===== src/rtl/dmem_arb_pkg.sv =====
// Shared types for the data-memory arbiter: access owner states and return-path tags.
package dmem_arb_pkg;
  localparam int S_W = 32;
  localparam int V_W = 192;

  typedef enum logic [1:0] {IDLE, CPU, VGA} state_t;
  typedef enum logic [1:0] {TAG_NONE, TAG_CPU, TAG_VGA} tag_t;

  // Travels one cycle behind the RAM address to steer mem_rd to its requester.
  typedef struct packed {
    tag_t owner;
    logic last;
  } rtag_t;
endpackage


===== src/rtl/dmem_arbiter_if.sv =====
// CPU, VGA fetcher and RAM signals of the data-memory arbiter.
interface dmem_arbiter_if #(
  parameter int S = dmem_arb_pkg::S_W,
  parameter int V = dmem_arb_pkg::V_W
);
  logic         cpu_req;
  logic         cpu_we;
  logic [S-1:0] cpu_addr;
  logic [V-1:0] cpu_wd;
  logic         cpu_stall;
  logic         cpu_rvalid;
  logic [V-1:0] cpu_rd;
  logic         vga_req;
  logic [S-1:0] vga_base;
  logic         vga_urgent;
  logic         vga_ack;
  logic         vga_rvalid;
  logic [V-1:0] vga_rdata;
  logic         vga_done;
  logic [S-1:0] mem_addr;
  logic         mem_we;
  logic [V-1:0] mem_wd;
  logic [V-1:0] mem_rd;

  modport slave (
    input  cpu_req, cpu_we, cpu_addr, cpu_wd, vga_req, vga_base, vga_urgent, mem_rd,
    output cpu_stall, cpu_rvalid, cpu_rd, vga_ack, vga_rvalid, vga_rdata, vga_done,
           mem_addr, mem_we, mem_wd
  );

  modport master (
    output cpu_req, cpu_we, cpu_addr, cpu_wd, vga_req, vga_base, vga_urgent, mem_rd,
    input  cpu_stall, cpu_rvalid, cpu_rd, vga_ack, vga_rvalid, vga_rdata, vga_done,
           mem_addr, mem_we, mem_wd
  );
endinterface


===== src/rtl/dmem_arbiter_burst_addr_gen.sv =====
// VGA burst address generator: beat 0 uses the base directly, later beats come from
// a latched, incrementing address that wraps modulo 2^S.
module burst_addr_gen #(
  parameter int S     = 32,
  parameter int BURST = 4
) (
  input  logic         clk,
  input  logic         rst,
  input  logic         start,
  input  logic         step,
  input  logic [S-1:0] base,
  output logic [S-1:0] addr,
  output logic         last,
  output logic         busy
);
  localparam int BW = $clog2(BURST + 1);
  localparam logic [BW-1:0] LAST_BEAT = BW'(BURST - 1);

  logic [BW-1:0] beat_q;
  logic [S-1:0]  addr_q;

  assign addr = start ? base : addr_q;
  assign last = start ? 1'b0 : (beat_q == LAST_BEAT);
  // Non-zero beat count means beats of an accepted burst are still outstanding.
  assign busy = (beat_q != '0);

  always_ff @(posedge clk or negedge rst) begin
    if (!rst) begin
      beat_q <= '0;
      addr_q <= '0;
    end else if (start) begin
      beat_q <= BW'(1);
      addr_q <= base + S'(1);
    end else if (step) begin
      beat_q <= last ? '0 : beat_q + BW'(1);
      addr_q <= addr_q + S'(1);
    end
  end
endmodule


===== src/rtl/dmem_arbiter.sv =====
// Arbitrates the single-port data RAM between single-cycle CPU accesses and
// non-preemptive VGA read bursts, with a wait counter bounding VGA latency.
module dmem_arbiter
  import dmem_arb_pkg::*;
#(
  parameter int BURST    = 4,
  parameter int MAX_WAIT = 16
) (
  input logic           clk,
  input logic           rst,
  dmem_arbiter_if.slave bus
);
  localparam int WW = $clog2(MAX_WAIT + 1);
  localparam logic [WW-1:0] WAIT_MAX = WW'(MAX_WAIT);

  state_t        state_q, state_d;
  rtag_t         tag_q, tag_d;
  logic [WW-1:0] wait_q;
  logic          vga_win, start, step;
  logic [S_W-1:0] beat_addr;
  logic          beat_last, burst_busy;

  burst_addr_gen #(.S(S_W), .BURST(BURST)) u_gen (
    .clk   (clk),
    .rst   (rst),
    .start (start),
    .step  (step),
    .base  (bus.vga_base),
    .addr  (beat_addr),
    .last  (beat_last),
    .busy  (burst_busy)
  );

  assign vga_win = bus.vga_req && (!bus.cpu_req || bus.vga_urgent || wait_q == WAIT_MAX);

  always_ff @(posedge clk or negedge rst) begin
    if (!rst) state_q <= IDLE;
    else      state_q <= state_d;
  end

  // Owner of this cycle's access: an unfinished burst keeps the RAM, otherwise arbitrate.
  // Grants are suppressed while reset is held so the RAM sees no stray write.
  always_comb begin
    state_d = IDLE;
    start   = 1'b0;
    if (!rst) begin
      state_d = IDLE;
    end else if (state_q == VGA && burst_busy) begin
      state_d = VGA;
    end else if (vga_win) begin
      state_d = VGA;
      start   = 1'b1;
    end else if (bus.cpu_req) begin
      state_d = CPU;
    end
  end

  assign step = (state_d == VGA) && !start;

  always_comb begin
    bus.mem_addr = '0;
    bus.mem_we   = 1'b0;
    bus.mem_wd   = '0;
    tag_d        = '{owner: TAG_NONE, last: 1'b0};
    case (state_d)
      CPU: begin
        bus.mem_addr = bus.cpu_addr;
        bus.mem_we   = bus.cpu_we;
        bus.mem_wd   = bus.cpu_wd;
        tag_d.owner  = bus.cpu_we ? TAG_NONE : TAG_CPU;
      end
      VGA: begin
        bus.mem_addr = beat_addr;
        tag_d.owner  = TAG_VGA;
        tag_d.last   = beat_last;
      end
      default: ;
    endcase
  end

  always_ff @(posedge clk or negedge rst) begin
    if (!rst) tag_q <= '{owner: TAG_NONE, last: 1'b0};
    else      tag_q <= tag_d;
  end

  always_ff @(posedge clk or negedge rst) begin
    if (!rst)                      wait_q <= '0;
    else if (!bus.vga_req || start) wait_q <= '0;
    else if (wait_q != WAIT_MAX)   wait_q <= wait_q + WW'(1);
  end

  assign bus.cpu_stall  = bus.cpu_req && (state_d != CPU);
  assign bus.vga_ack    = start;
  assign bus.cpu_rvalid = (tag_q.owner == TAG_CPU);
  assign bus.cpu_rd     = bus.cpu_rvalid ? bus.mem_rd : '0;
  assign bus.vga_rvalid = (tag_q.owner == TAG_VGA);
  assign bus.vga_rdata  = bus.vga_rvalid ? bus.mem_rd : '0;
  assign bus.vga_done   = bus.vga_rvalid && tag_q.last;
endmodule


===== src/flat_wrapper.sv =====
// flat-port wrapper written by rule: the top's interface ports become plain ports
module dmem_arbiter_flat import dmem_arb_pkg::*;
#(
  parameter int BURST    = 4,
  parameter int MAX_WAIT = 16
)
  (clk, rst, bus_cpu_req, bus_cpu_we, bus_cpu_addr, bus_cpu_wd, bus_vga_req, bus_vga_base, bus_vga_urgent, bus_mem_rd, bus_cpu_stall, bus_cpu_rvalid, bus_cpu_rd, bus_vga_ack, bus_vga_rvalid, bus_vga_rdata, bus_vga_done, bus_mem_addr, bus_mem_we, bus_mem_wd);
  dmem_arbiter_if bus_i ();
  input logic clk;
  input logic rst;
  input wire logic [$bits(bus_i.cpu_req)-1:0] bus_cpu_req;
  input wire logic [$bits(bus_i.cpu_we)-1:0] bus_cpu_we;
  input wire logic [$bits(bus_i.cpu_addr)-1:0] bus_cpu_addr;
  input wire logic [$bits(bus_i.cpu_wd)-1:0] bus_cpu_wd;
  input wire logic [$bits(bus_i.vga_req)-1:0] bus_vga_req;
  input wire logic [$bits(bus_i.vga_base)-1:0] bus_vga_base;
  input wire logic [$bits(bus_i.vga_urgent)-1:0] bus_vga_urgent;
  input wire logic [$bits(bus_i.mem_rd)-1:0] bus_mem_rd;
  output wire logic [$bits(bus_i.cpu_stall)-1:0] bus_cpu_stall;
  output wire logic [$bits(bus_i.cpu_rvalid)-1:0] bus_cpu_rvalid;
  output wire logic [$bits(bus_i.cpu_rd)-1:0] bus_cpu_rd;
  output wire logic [$bits(bus_i.vga_ack)-1:0] bus_vga_ack;
  output wire logic [$bits(bus_i.vga_rvalid)-1:0] bus_vga_rvalid;
  output wire logic [$bits(bus_i.vga_rdata)-1:0] bus_vga_rdata;
  output wire logic [$bits(bus_i.vga_done)-1:0] bus_vga_done;
  output wire logic [$bits(bus_i.mem_addr)-1:0] bus_mem_addr;
  output wire logic [$bits(bus_i.mem_we)-1:0] bus_mem_we;
  output wire logic [$bits(bus_i.mem_wd)-1:0] bus_mem_wd;
  assign bus_i.cpu_req = bus_cpu_req;
  assign bus_i.cpu_we = bus_cpu_we;
  assign bus_i.cpu_addr = bus_cpu_addr;
  assign bus_i.cpu_wd = bus_cpu_wd;
  assign bus_i.vga_req = bus_vga_req;
  assign bus_i.vga_base = bus_vga_base;
  assign bus_i.vga_urgent = bus_vga_urgent;
  assign bus_i.mem_rd = bus_mem_rd;
  assign bus_cpu_stall = bus_i.cpu_stall;
  assign bus_cpu_rvalid = bus_i.cpu_rvalid;
  assign bus_cpu_rd = bus_i.cpu_rd;
  assign bus_vga_ack = bus_i.vga_ack;
  assign bus_vga_rvalid = bus_i.vga_rvalid;
  assign bus_vga_rdata = bus_i.vga_rdata;
  assign bus_vga_done = bus_i.vga_done;
  assign bus_mem_addr = bus_i.mem_addr;
  assign bus_mem_we = bus_i.mem_we;
  assign bus_mem_wd = bus_i.mem_wd;
  dmem_arbiter #(.BURST(BURST), .MAX_WAIT(MAX_WAIT)) u_core (.clk(clk), .rst(rst), .bus(bus_i));
endmodule

===== config.mk =====
export PLATFORM = sky130hd
export DESIGN_NAME = dmem_arbiter_flat
export DESIGN_NICKNAME = d
export VERILOG_FILES = /design/src/rtl/dmem_arb_pkg.sv /design/src/rtl/dmem_arbiter_if.sv /design/src/rtl/dmem_arbiter_burst_addr_gen.sv /design/src/rtl/dmem_arbiter.sv /design/src/flat_wrapper.sv
export SDC_FILE = /design/constraint.sdc
export NUM_CORES = 1
export LEC_CHECK = 0
export CORE_AREA = 2 2 418 420
export DETAILED_ROUTE_END_ITERATION = 12
export DIE_AREA = 0 0 420 422
export GPL_TIMING_DRIVEN = 0
export MAX_ROUTING_LAYER = met4
export PLACE_DENSITY = 0.3
export SYNTH_ARGS = -nofsm -noshare
export SYNTH_HDL_FRONTEND = slang
export SYNTH_SLANG_ARGS = --single-unit
export TNS_END_PERCENT = 20

===== constraint.sdc =====
create_clock -name clk -period 4 [get_ports clk]
set_input_delay 0.4 -clock clk [delete_from_list [all_inputs] [get_ports clk]]
set_output_delay 0.4 -clock clk [all_outputs]
set_load 0.02 [all_outputs]

== Yosys cells after proc, flatten, opt, wreduce, memory -nomap -nowiden ==
Cells that the tools add are included.

* Register bits after elaboration: 45

* $add $sub $neg: 4
* Equal/unequal tests: 9
* Multiplexer cells: 24
* Reductions and logical operators: 14

{| class="wikitable"
|+ Operator list
! operator !! count
|-
| two-way mux 192 bit || 3
|-
| two-way mux 32 bit || 3
|-
| adder 32 x 1 -> 32 bit, second input constant || 2
|-
| case mux 32 bit (2 select lines) || 1
|-
| two-way mux 5 bit || 2
|-
| two-way mux 3 bit || 3
|-
| two-way mux 1 bit || 8
|-
| equality test 2 bit, second input constant || 3
|-
| two-way mux 2 bit || 3
|-
| adder 5 x 1 -> 5 bit, second input constant || 1
|-
| equality test 5 bit, second input constant || 1
|-
| logical AND 1 bit || 5
|-
| != test 5 bit, second input constant || 1
|-
| equality test 2 x 1 -> 1 bit, second input constant || 2
|-
| case mux 2 bit (2 select lines) || 1
|-
| nonzero test 2 bit || 2
|-
| adder 3 x 1 -> 3 bit, second input constant || 1
|-
| equality test 3 x 2 -> 1 bit, second input constant || 1
|-
| zero test 1 bit || 3
|-
| logical OR 1 bit || 3
|-
| nonzero test 3 bit || 1
|-
| != test 2 x 1 -> 1 bit, second input constant || 1
|}

== Logic depth before layout (Yosys ltp) ==
Gate-level depths: netlist of run 1.

* Word-level depth: 11
* Gate-level depth with buffers: 17

== Cells and area by module ==
From an unflattened synthesis of run 1, not the netlist that was laid out.

* Cells, all modules: 1064
* Area total of the unflattened synthesis: 7532.2 um2

{| class="wikitable"
|+ By module, submodules not included
! module !! times used !! cells an instance !! area an instance (um2) !! seq. area each (um2)
|-
| dmem_arbiter || 1 || 763 || 4819.6 || 250.2
|-
| burst_addr_gen || 1 || 301 || 2712.6 || 875.8
|}

== Worst setup path after synthesis of run 1 ==
No wires, ideal clock.

* Kind: register -> output
* From: register u_core.wait_q[0]
* To: output bus_mem_addr[10]
* Data arrival time: 2.547 ns
* Path slack: 1.053 ns
* Cell stages (with the launch flop): 15
* Path buffers: 3
* Cell sequence: dfrtp_1 > inv_1 > ha_1 > nor4bb_1 > buf_2 > o21ai_1 > o21ai_0 > nand2_1 > inv_1 > ha_1 > nor2b_1 > clkbuf_1 > clkbuf_1 > nand2_1 > o21ai_0

* Word-level cells in the longest chain between the ends: 8

{| class="wikitable"
|+ RTL lines
! item !! RTL line !! RTL
|-
| start: declaration || dmem_arbiter.sv:18 || <nowiki>logic [WW-1:0] wait_q;</nowiki>
|-
| start signal: assignment || dmem_arbiter.sv:89 || <nowiki>else if (wait_q != WAIT_MAX) wait_q <= wait_q + WW'(1);</nowiki>
|-
| equality test 5 bit (*) || dmem_arbiter.sv:34 || <nowiki>assign vga_win = bus.vga_req && (!bus.cpu_req || bus.vga_urgent || wait_q == WAIT_MAX);</nowiki>
|-
| logical OR 1 bit (*) || dmem_arbiter.sv:34 ||
|-
| logical AND 1 bit (*) || dmem_arbiter.sv:34 ||
|-
| two-way mux 2 bit (*) || dmem_arbiter.sv:50 || <nowiki>end else if (vga_win) begin</nowiki>
|-
| two-way mux 2 bit (*) || dmem_arbiter.sv:48 || <nowiki>end else if (state_q == VGA && burst_busy) begin</nowiki>
|-
| two-way mux 2 bit (*) || dmem_arbiter.sv:46 || <nowiki>if (!rst) begin</nowiki>
|-
| via u_core.state_d[1] || dmem_arbiter.sv:16 || <nowiki>state_t state_q, state_d;</nowiki>
|-
| equality test 2 bit or equality test 2 x 1 -> 1 bit (tied branches) || dmem_arbiter.sv:65 || <nowiki>case (state_d)</nowiki>
|-
| case mux 32 bit (2 select lines) (*) || dmem_arbiter.sv:65 ||
|-
| end: declaration || flat_wrapper.sv:26 || <nowiki>output wire logic [$bits(bus_i.mem_addr)-1:0] bus_mem_addr;</nowiki>
|}

The timed path passes the listed nets; every way through them passes the cells marked *.

== Final worst setup path of run 1 ==
* From: register u_core.tag_q[2] (netlist bit)
* To: output bus_vga_rdata[175]

* Word-level cells in the longest chain between the ends: 2

{| class="wikitable"
|+ RTL lines
! item !! RTL line !! RTL
|-
| start: declaration || dmem_arbiter.sv:17 || <nowiki>rtag_t tag_q, tag_d;</nowiki>
|-
| start signal: assignment || dmem_arbiter.sv:82 || <nowiki>if (!rst) tag_q <= '{owner: TAG_NONE, last: 1'b0};</nowiki>
|-
| start signal: assignment || dmem_arbiter.sv:83 || <nowiki>else tag_q <= tag_d;</nowiki>
|-
| equality test 2 bit || dmem_arbiter.sv:96 || <nowiki>assign bus.vga_rvalid = (tag_q.owner == TAG_VGA);</nowiki>
|-
| two-way mux 192 bit || dmem_arbiter.sv:97 || <nowiki>assign bus.vga_rdata = bus.vga_rvalid ? bus.mem_rd : '0;</nowiki>
|-
| end: declaration || flat_wrapper.sv:24 || <nowiki>output wire logic [$bits(bus_i.vga_rdata)-1:0] bus_vga_rdata;</nowiki>
|}

Every way passes these cells.

==> impl_metrics.json, run 1 <==
{
  "clkLatencyLatePin_ns": 0.31,
  "synth.avg_cell_area_um2": 6.86,
  "yosys_most_used_dff": "dfrtp_1",
  "final_nets": 2666,
  "fin_hold_ws_ns": 0.0594,
  "period_share": 0.952,
  "comb_power_share": 0.680,
  "slowest_stage": "clkbuf_1",
  "antenna_found_initial": 53,
  "grt_start_max_net_pins": 34,
  "slew_headroom": 0.369,
  "power.internal_mw": 2.04,
  "final_core_util": 0.127,
  "clkTransAtPathRegs_ns": 0.07,
  "core_mm2": 0.173,
  "dpl.hpwl_um": 115000,
  "grt_pass1_vias": 12200,
  "area_growth_pct": 183,
  "yosysUniqueCellTypes": 51,
  "required_ns": 3.60,
  "drt_iter0_drc": 665,
  "htreeDepth": 2,
  "synth_enable_flop_cells": 0,
  "cts_setup_buffers": 0,
  "worstSetupEndpointType": "primary output",
  "via_per_inst": 2.69,
  "post-route-drc-count": 0,
  "maxCapViolCount": 0,
  "hold_path_class": "in2async",
  "cts_tree": "done",
  "gp_congestion": 0.879,
  "rsz0062_at_grt": "yes",
  "clockPowerShare": 0.134,
  "rows": 153,
  "cts_buffer_depth": 2,
  "root_buffer": "clkbuf_16",
  "dieHeight_um": 422,
  "max_freq_mhz": 263,
  "hold_violations": 0,
  "syn_nets": 1591,
  "synthTopCellsByArea": "and2_1, dfrtp_1, mux2i_1",
  "cts_sinks": 45,
  "grt_util_all_layers": 0.138,
  "swShare": 0.479,
  "total_power_mw": 3.92,
  "p_leak_nw": 8.58,
  "setup_viol": 0,
  "syn-cell-area_mm2": 0.00774,
  "clock_skew_ns": 0.00710,
  "synth-seq-area-share": 0.145,
  "portBuffers": 1065,
  "ys_warn_count": 0,
  "worst_pin_slew_ns": 0.944,
  "async_reset_ff_frac": 1.00,
  "worst-path-buf-inv": 3,
  "arrival_ns": 3.41,
  "wl_per_cell_um": 27.6,
  "first_pass_iters": 4,
  "fill_cells": 20000,
  "critical_path_class": "reg2out",
  "cts_buffers": 5,
  "slowest_delay_ns": 0.73,
  "run_status": "completed",
  "crit_family": "buffers and inverters",
  "vias": 12200,
  "post-route-min-period_ns": 3.81,
  "path_cells": "nor2b_2, clkbuf_1, clkbuf_1, and2_1, clkdlybuf4s50_1",
  "maxSlewViolCount": 0,
  "yosysTopAreaCell": "and2_1",
  "synth_top_area_frac": 0.469,
  "grt-ovfl-total": 0,
  "die_x_um": 420,
  "start_util": 0.0448,
  "netlist_instances": 1129,
  "critPathMaxFanout": 10,
  "grt_pass1_wl_um": 152000,
  "switching_power_mw": 1.88,
  "vdd_drop_max_uv": 145,
  "routed_wirelength_um": 126000,
  "seqPwrFrac": 0.186,
  "p_per_area_mw_per_mm2": 179,
  "start_kind": "flip-flop",
  "cp_common_cell": "clkbuf_1",
  "drive_above_1_share": 0.0449,
  "die_area_mm2": 0.177,
  "drtAntennaViolNets": 0,
  "synth_seq_cells": 45,
  "ioPinCount": 1068
}
-- cells in the mapped netlist (all sizes together), types with 4 or more instances --
library cell	number
ha	8
nand2	78
dfrtp	45
and2	581
o21ai	52
nor3	18
nor2b	6
nor4	7
buf	12
clkbuf	76
o21a	5
o211ai	4
xnor2	33
nand3	25
inv	15
nor2	27
xor2	24
and3	10
mux2i	36
and4	5
nand4	23
a21oi	19
-- registers in the layout, indices dropped and copies added, names as in the netlist --
signal / cells
u_core.u_gen.addr_q: 32
u_core.state_q: 2
u_core.tag_q: 3
u_core.wait_q: 5
u_core.u_gen.beat_q: 3
-- worst register-to-register path, stage by stage, from the launching register on --
cell and delay (ns):
dfrtp_1 0.40, inv_1 0.10, ha_1 0.15, nor4bb_1 0.20, buf_4 0.22, o21a_2 0.22, nand2_2 0.16, inv_2 0.14
buf_6 0.16, nand2_1 0.06, nand2_1 0.14, ha_1 0.20, nand4_1 0.22, nor4_4 0.47, nand3_1 0.22, nor3_1 0.26
xnor2_1 0.15, mux2i_1 0.08
-- kinds of logic (layout without fill, tap and decap cells) --
kind of cell | count (synthesis) | in the layout | synth area share
simple gates | 789 | 789 | 0.607
mux | 37 | 37 | 0.0480
buf+inv | 103 | 1179 | 0.0554
fa+ha+maj | 8 | 8 | 0.0129
compound gates | 90 | 90 | 0.0664
xor+xnor | 57 | 57 | 0.0645
flops | 45 | 45 | 0.145
other cells | 0 | 16 | 0
-- cell usage in the layout, fill, tap and decap left out, types with 27 or more instances in the layout --
cell and n:
clkbuf_1 42, nor2_1 27, and2_1 575, nand2_1 77, dlymetal6s2s_1 60, o21ai_0 45
mux2i_1 29, clkdlybuf4s50_1 961, dlygate4sd2_1 31, xnor2_1 33, dfrtp_1 45
-- worst paths after layout --
path	from	end	slack, ns	cells after the start
setup / recovery	u_core.tag_q[2]$_DFF_PN0_	bus_vga_rdata[175]	0.19	5
hold / removal	rst	u_core.u_gen.addr_q[19]$_DFFE_PN0P_	0.06	2
setup reg to reg	u_core.wait_q[0]$_DFFE_PN0P_	u_core.u_gen.addr_q[22]$_DFFE_PN0P_	0.32	17
hold reg to reg	u_core.u_gen.beat_q[2]$_DFFE_PN0P_	u_core.tag_q[0]$_DFF_PN0_	0.50	1
max in group asynchronous	rst	u_core.u_gen.addr_q[6]$_DFFE_PN0P_	2.62	2
min in group clk	u_core.u_gen.beat_q[2]$_DFFE_PN0P_	u_core.tag_q[0]$_DFF_PN0_	0.50	1
-- area by class of cell --
cell class              count  area, um^2  area share
multi-input cells         981        6300       0.288
clock inverters             2        37.5     0.00171
inverters                  15        56.3     0.00257
repair buffers           1068       10800       0.492
plain buffers              88         510      0.0233
diodes                     16        40.0     0.00183
well taps                2325        2910       0.133
clock buffers               6         139     0.00634
flip-flops and latches     45        1130      0.0514
-- routing by layer --
metal | wire (um) | track usage | vias to the layer above
met4 | 3320 | 0.0288 | 0
met5 | 0 | - | -
met2 | 61300 | 0.236 | 562
met3 | 10300 | 0.0445 | 104
met1 | 50600 | 0.156 | 5770
li1 | - | - | 5786
-- power by group through the flow --
stage | clock (mW) | combinational [mW] | sequential (mW)
2_1_floorplan | 0 | 0.986 | 0.677
3_3_place_gp | 0 | 2.72 | 0.734
3_5_place_dp | 0 | 2.71 | 0.730
4_1_cts | 0.540 | 2.74 | 0.727
5_1_grt | 0.556 | 2.85 | 0.748
6_report | 0.527 | 2.67 | 0.729
-- what timing repair did --
item,CTS,global route
resized for setup,122,108
endpoints found under the hold margin,15,0
hold buffers,1,0
pin swaps,0,0
setup endpoints to repair,467,212
-- metrics by stage --
step / cells / worst slack, ns / instance area, um^2 / TNS [ns]
floorplan: 1129 / 1.05 / 7740 / 0
global placement: 4519 / -3.80 / 21300 / -711.06
detailed placement: 4521 / -1.65 / 21300 / -260.10
CTS: 4530 / -0.0827 / 21700 / -0.0964
global route: 4538 / -0.0853 / 21900 / -0.225
finish: 4546 / 0.193 / 21900 / 0
Note: power is estimated with default switching activity, not from simulation.
==> inputs of run 2 (changes only) <==
--- a/config.mk
+++ b/config.mk
@@ -5,6 +5,7 @@
 export SDC_FILE = /design/constraint.sdc
 export NUM_CORES = 1
 export LEC_CHECK = 0
+export CAP_MARGIN = 20
 export CORE_AREA = 2 2 418 420
 export DETAILED_ROUTE_END_ITERATION = 12
 export DIE_AREA = 0 0 420 422
==> impl_metrics.json, run 2 (synthesized netlist as in run 1, its figures left out) <==
{
  "swShare": 0.478,
  "start_util": 0.0448,
  "maxSlewViolCount": 0,
  "die_area_mm2": 0.177,
  "setup_slack_ns": 0.140,
  "rows": 153,
  "post-route-drc-count": 0,
  "power.internal_mw": 2.06,
  "drive_above_1_share": 0.0461,
  "cts_buffer_depth": 2,
  "vias": 12200,
  "switching_power_mw": 1.88,
  "post-place-ws_ns": -1.68,
  "drt_iter0_drc": 624,
  "setup_viol": 0,
  "die_x_um": 420,
  "cts_sinks": 45,
  "period_share": 0.965,
  "p_per_area_mw_per_mm2": 180,
  "vdd_drop_max_uv": 148,
  "area_growth_pct": 183,
  "maxCapViolCount": 0,
  "p_leak_nw": 8.04,
  "core_mm2": 0.173,
  "comb_power_share": 0.682,
  "hold_path_class": "in2async",
  "cts_tree": "done",
  "routed_wirelength_um": 126000,
  "top_register": "u_core.u_gen.addr_q",
  "final_core_util": 0.127,
  "hold_violations": 0,
  "ioPinCount": 1068,
  "seqPwrFrac": 0.185,
  "grt_pass1_vias": 12200,
  "post-route-min-period_ns": 3.86,
  "fill_cells": 20000,
  "largestRegisters": "u_core.u_gen.addr_q (32), u_core.wait_q (5)",
  "rsz0062_at_grt": "yes",
  "max_freq_mhz": 259,
  "run_status": "completed",
  "slowest_stage": "clkdlybuf4s50_1",
  "worstSetupEndpointType": "primary output",
  "largest_register_ffs": 32,
  "drtAntennaViolNets": 0,
  "root_buffer": "clkbuf_16",
  "dieHeight_um": 422,
  "grt_pass1_wl_um": 152000,
  "final_nets": 2672,
  "worst-path-buf-inv": 5,
  "clkTransAtPathRegs_ns": 0.07,
  "slowest_delay_ns": 0.75,
  "via_per_inst": 2.69,
  "grt-ovfl-total": 0,
  "mostFrequentLayoutCells": "clkdlybuf4s50_1, and2_1, nand2_1",
  "slew_headroom": 0.383,
  "clkLatencyLatePin_ns": 0.31,
  "arrival_ns": 3.46,
  "grt_util_all_layers": 0.138,
  "grt_start_max_net_pins": 34,
  "dpl.hpwl_um": 115000,
  "gp_congestion": 0.879,
  "final_common_cell": "clkdlybuf4s50_1",
  "start_kind": "flip-flop",
  "required_ns": 3.60,
  "worst_pin_slew_ns": 0.922,
  "wl_per_cell_um": 27.7,
  "path_cells": "inv_1, ha_1, nor4bb_1, clkbuf_4, o21ai_4, o21ai_0, nand2_1, ha_4, clkbuf_8, clkbuf_2, and2_1, clkdlybuf4s50_1",
  "cts_buffers": 5,
  "clockPowerShare": 0.133,
  "crit_family": "buffers and inverters",
  "portBuffers": 1065,
  "fin_setup_tns_ns": 0,
  "antenna_found_initial": 52,
  "critical_path_class": "reg2out",
  "critPathMaxFanout": 10,
  "clock_skew_ns": 0.00674,
  "first_pass_iters": 5,
  "htreeDepth": 2
}
-- run 2: what timing repair did --
item,CTS,global route
endpoints found under the setup margin,292,206
hold buffers,1,0
setup buffers,0,1
gates resized for setup,106,65
endpoints found under the hold margin,15,0
pin swaps,0,2
-- run 2: power groups by stage --
stage | registers, mW | logic [mW] | clock network (mW)
finish | 0.729 | 2.69 | 0.524
global route | 0.748 | 2.87 | 0.558
CTS | 0.725 | 2.75 | 0.542
detailed placement | 0.730 | 2.72 | 0
global placement | 0.734 | 2.72 | 0
floorplan | 0.677 | 0.986 | 0
-- run 2: area by class of cell --
class | instances | area [um^2] | area share
Antenna cell | 13 | 32.5 | 0.00149
Buffer | 88 | 484 | 0.0221
Clock buffer | 6 | 139 | 0.00634
Clock inverter | 2 | 37.5 | 0.00171
Inverter | 15 | 56.3 | 0.00257
Multi-Input combinational cell | 981 | 6300 | 0.288
Sequential cell | 45 | 1130 | 0.0514
Tap cell | 2325 | 2910 | 0.133
Timing Repair Buffer | 1074 | 10800 | 0.494
-- run 2: final timing paths --
check	start	endpoint	slack, ns	depth (start not counted)
max	u_core.wait_q[0]$_DFFE_PN0P_	bus_mem_wd[53]	0.14	12
min	rst	u_core.u_gen.addr_q[21]$_DFFE_PN0P_	0.05	2
max reg2reg	u_core.wait_q[0]$_DFFE_PN0P_	u_core.u_gen.addr_q[22]$_DFFE_PN0P_	0.28	17
min reg2reg	u_core.u_gen.beat_q[2]$_DFFE_PN0P_	u_core.tag_q[0]$_DFF_PN0_	0.48	1
max in group asynchronous	rst	u_core.u_gen.addr_q[6]$_DFFE_PN0P_	2.66	2
min in group clk	u_core.u_gen.beat_q[2]$_DFFE_PN0P_	u_core.tag_q[0]$_DFF_PN0_	0.48	1
-- run 2: per-layer routing --
metal | share of wire | global-route usage
met4 | 0.026 | 0.0267
met3 | 0.086 | 0.0458
met2 | 0.49 | 0.237
met1 | 0.40 | 0.156
met5 | 0 | -
-- run 2: stage by stage --
step / power [mW] / instance area (um^2) / cells / hold WS (ns)
detailed placement: 3.45 / 21400 / 4526 / 0.406
global route: 4.17 / 21900 / 4541 / 0.0705
finish: 3.94 / 21900 / 4549 / 0.0544
CTS: 4.01 / 21700 / 4535 / 0.0757
floorplan: 1.66 / 7740 / 1129 / 0.104
global placement: 3.45 / 21300 / 4519 / 0.469
==> inputs of run 3 (changes only) <==
--- a/config.mk
+++ b/config.mk
@@ -10,8 +10,10 @@
 export DETAILED_ROUTE_END_ITERATION = 12
 export DIE_AREA = 0 0 420 422
 export GPL_TIMING_DRIVEN = 0
+export HOLD_SLACK_MARGIN = 0.02
 export MAX_ROUTING_LAYER = met4
 export PLACE_DENSITY = 0.3
+export SLEW_MARGIN = 20
 export SYNTH_ARGS = -nofsm -noshare
 export SYNTH_HDL_FRONTEND = slang
 export SYNTH_SLANG_ARGS = --single-unit
==> impl_metrics.json, run 3 (synthesized netlist as in run 1, its figures left out) <==
{
  "first_pass_iters": 5,
  "mostFrequentLayoutCells": "clkdlybuf4s50_1, and2_1, nand2_1",
  "fin_hold_ws_ns": 0.0434,
  "fin_area_mm2": 0.0220,
  "root_buffer": "clkbuf_16",
  "slew_headroom": 0.398,
  "post-place-cells": 4522,
  "max_freq_mhz": 259,
  "die_area_mm2": 0.177,
  "final_core_util": 0.127,
  "p_leak_nw": 8.89,
  "post-route-drc-count": 0,
  "top_register": "u_core.u_gen.addr_q",
  "fin_setup_tns_ns": 0,
  "htreeDepth": 2,
  "gp_congestion": 0.879,
  "cts_tree": "done",
  "clkLatencyLatePin_ns": 0.31,
  "rsz0062_at_grt": "yes",
  "vdd_drop_max_uv": 142,
  "grt_start_max_net_pins": 35,
  "worst_pin_slew_ns": 0.899,
  "core_mm2": 0.173,
  "drt_iter0_drc": 646,
  "r2r_start": "u_core.wait_q[0]$_DFFE_PN0P_",
  "total_power_mw": 3.96,
  "post-route-min-period_ns": 3.87,
  "crit_start": "u_core.wait_q[0]$_DFFE_PN0P_",
  "setup_slack_ns": 0.133,
  "grt_pass1_wl_um": 152000,
  "final_nets": 2669,
  "ioPinCount": 1068,
  "cts_buffers": 5,
  "critPathMaxFanout": 10,
  "period_share": 0.967,
  "p_per_area_mw_per_mm2": 180,
  "dieHeight_um": 422,
  "required_ns": 3.60,
  "via_per_inst": 2.71,
  "grt_pass1_vias": 12200,
  "worstSetupEndpointType": "primary output",
  "routed_wirelength_um": 126000,
  "critical_path_class": "reg2out",
  "grt-ovfl-total": 0,
  "antenna_found_initial": 53,
  "stdcell_count": 4547,
  "wl_per_cell_um": 27.7,
  "rows": 153,
  "cts_sinks": 45,
  "hold_path_class": "in2async",
  "setup_viol": 0,
  "start_util": 0.0448,
  "drive_above_1_share": 0.0448,
  "largest_register_ffs": 32,
  "post-place-ws_ns": -1.63,
  "die_x_um": 420,
  "place_area_mm2": 0.0214,
  "run_status": "completed",
  "grt_util_all_layers": 0.138,
  "area_growth_pct": 184,
  "cts_buffer_depth": 2,
  "clkTransAtPathRegs_ns": 0.07,
  "final_common_cell": "clkdlybuf4s50_1",
  "vias": 12300,
  "maxCapViolCount": 0,
  "dpl.hpwl_um": 115000,
  "start_kind": "flip-flop",
  "clock_skew_ns": 0.00972,
  "maxSlewViolCount": 0,
  "portBuffers": 1065,
  "arrival_ns": 3.47,
  "largestRegisters": "u_core.u_gen.addr_q (32), u_core.wait_q (5)",
  "hold_violations": 0,
  "drtAntennaViolNets": 0
}
-- run 3: final cells by class --
class	count	area, um^2
well taps	2325	2910
clock buffers	5	125
plain buffers	88	512
fillers	20000	151000
diodes	14	35.0
flip-flops and latches	45	1130
multi-input cells	981	6290
repair buffers	1071	10900
clock inverters	3	65.1
inverters	15	56.3
-- run 3: timing repair --
action	CTS	global route
hold buffers	1	0
setup endpoints to repair	318	172
endpoints found under the hold margin	14	0
resized for setup	119	108
buffers inserted	1	1
pin swaps	0	2
gates cloned	0	0
-- run 3: worst paths after layout --
path | to | slack, ns | cells after the start
min in group clk | u_core.tag_q[0]$_DFF_PN0_ | 0.49 | 1
worst min register to register | u_core.tag_q[0]$_DFF_PN0_ | 0.49 | 1
max in group asynchronous | u_core.u_gen.addr_q[0]$_DFFE_PN0P_ | 2.70 | 2
worst max register to register | u_core.u_gen.addr_q[22]$_DFFE_PN0P_ | 0.24 | 17
worst max-delay path | bus_mem_wd[104] | 0.13 | 12
worst min-delay path | u_core.u_gen.addr_q[24]$_DFFE_PN0P_ | 0.04 | 2
-- run 3: per-layer routing --
layer | wire [um] | GRT usage
met1 | 51000 | 0.157
met2 | 62100 | 0.239
met3 | 9870 | 0.0421
met4 | 2720 | 0.0237
met5 | 0 | -
-- run 3: where the power goes --
group / internal [mW] / switching [mW] / leakage, nW / total (mW)
sequential: 0.564 / 0.163 / 0.554 / 0.727
clock: 0.358 / 0.211 / 0.0939 / 0.569
combinational: 1.17 / 1.50 / 8.24 / 2.66
total: 2.09 / 1.87 / 8.89 / 3.96
-- run 3: worst max-delay path, cell delays in order (launching register included) --
cell             delay, ns
dfrtp_1               0.39
inv_1                 0.08
ha_1                  0.19
nor4bb_1              0.12
clkbuf_4              0.19
o21ai_4               0.26
o21ai_0               0.14
nand2_1               0.15
ha_4                  0.24
buf_4                 0.26
buf_4                 0.27
and2_1                0.22
clkdlybuf4s50_1       0.64
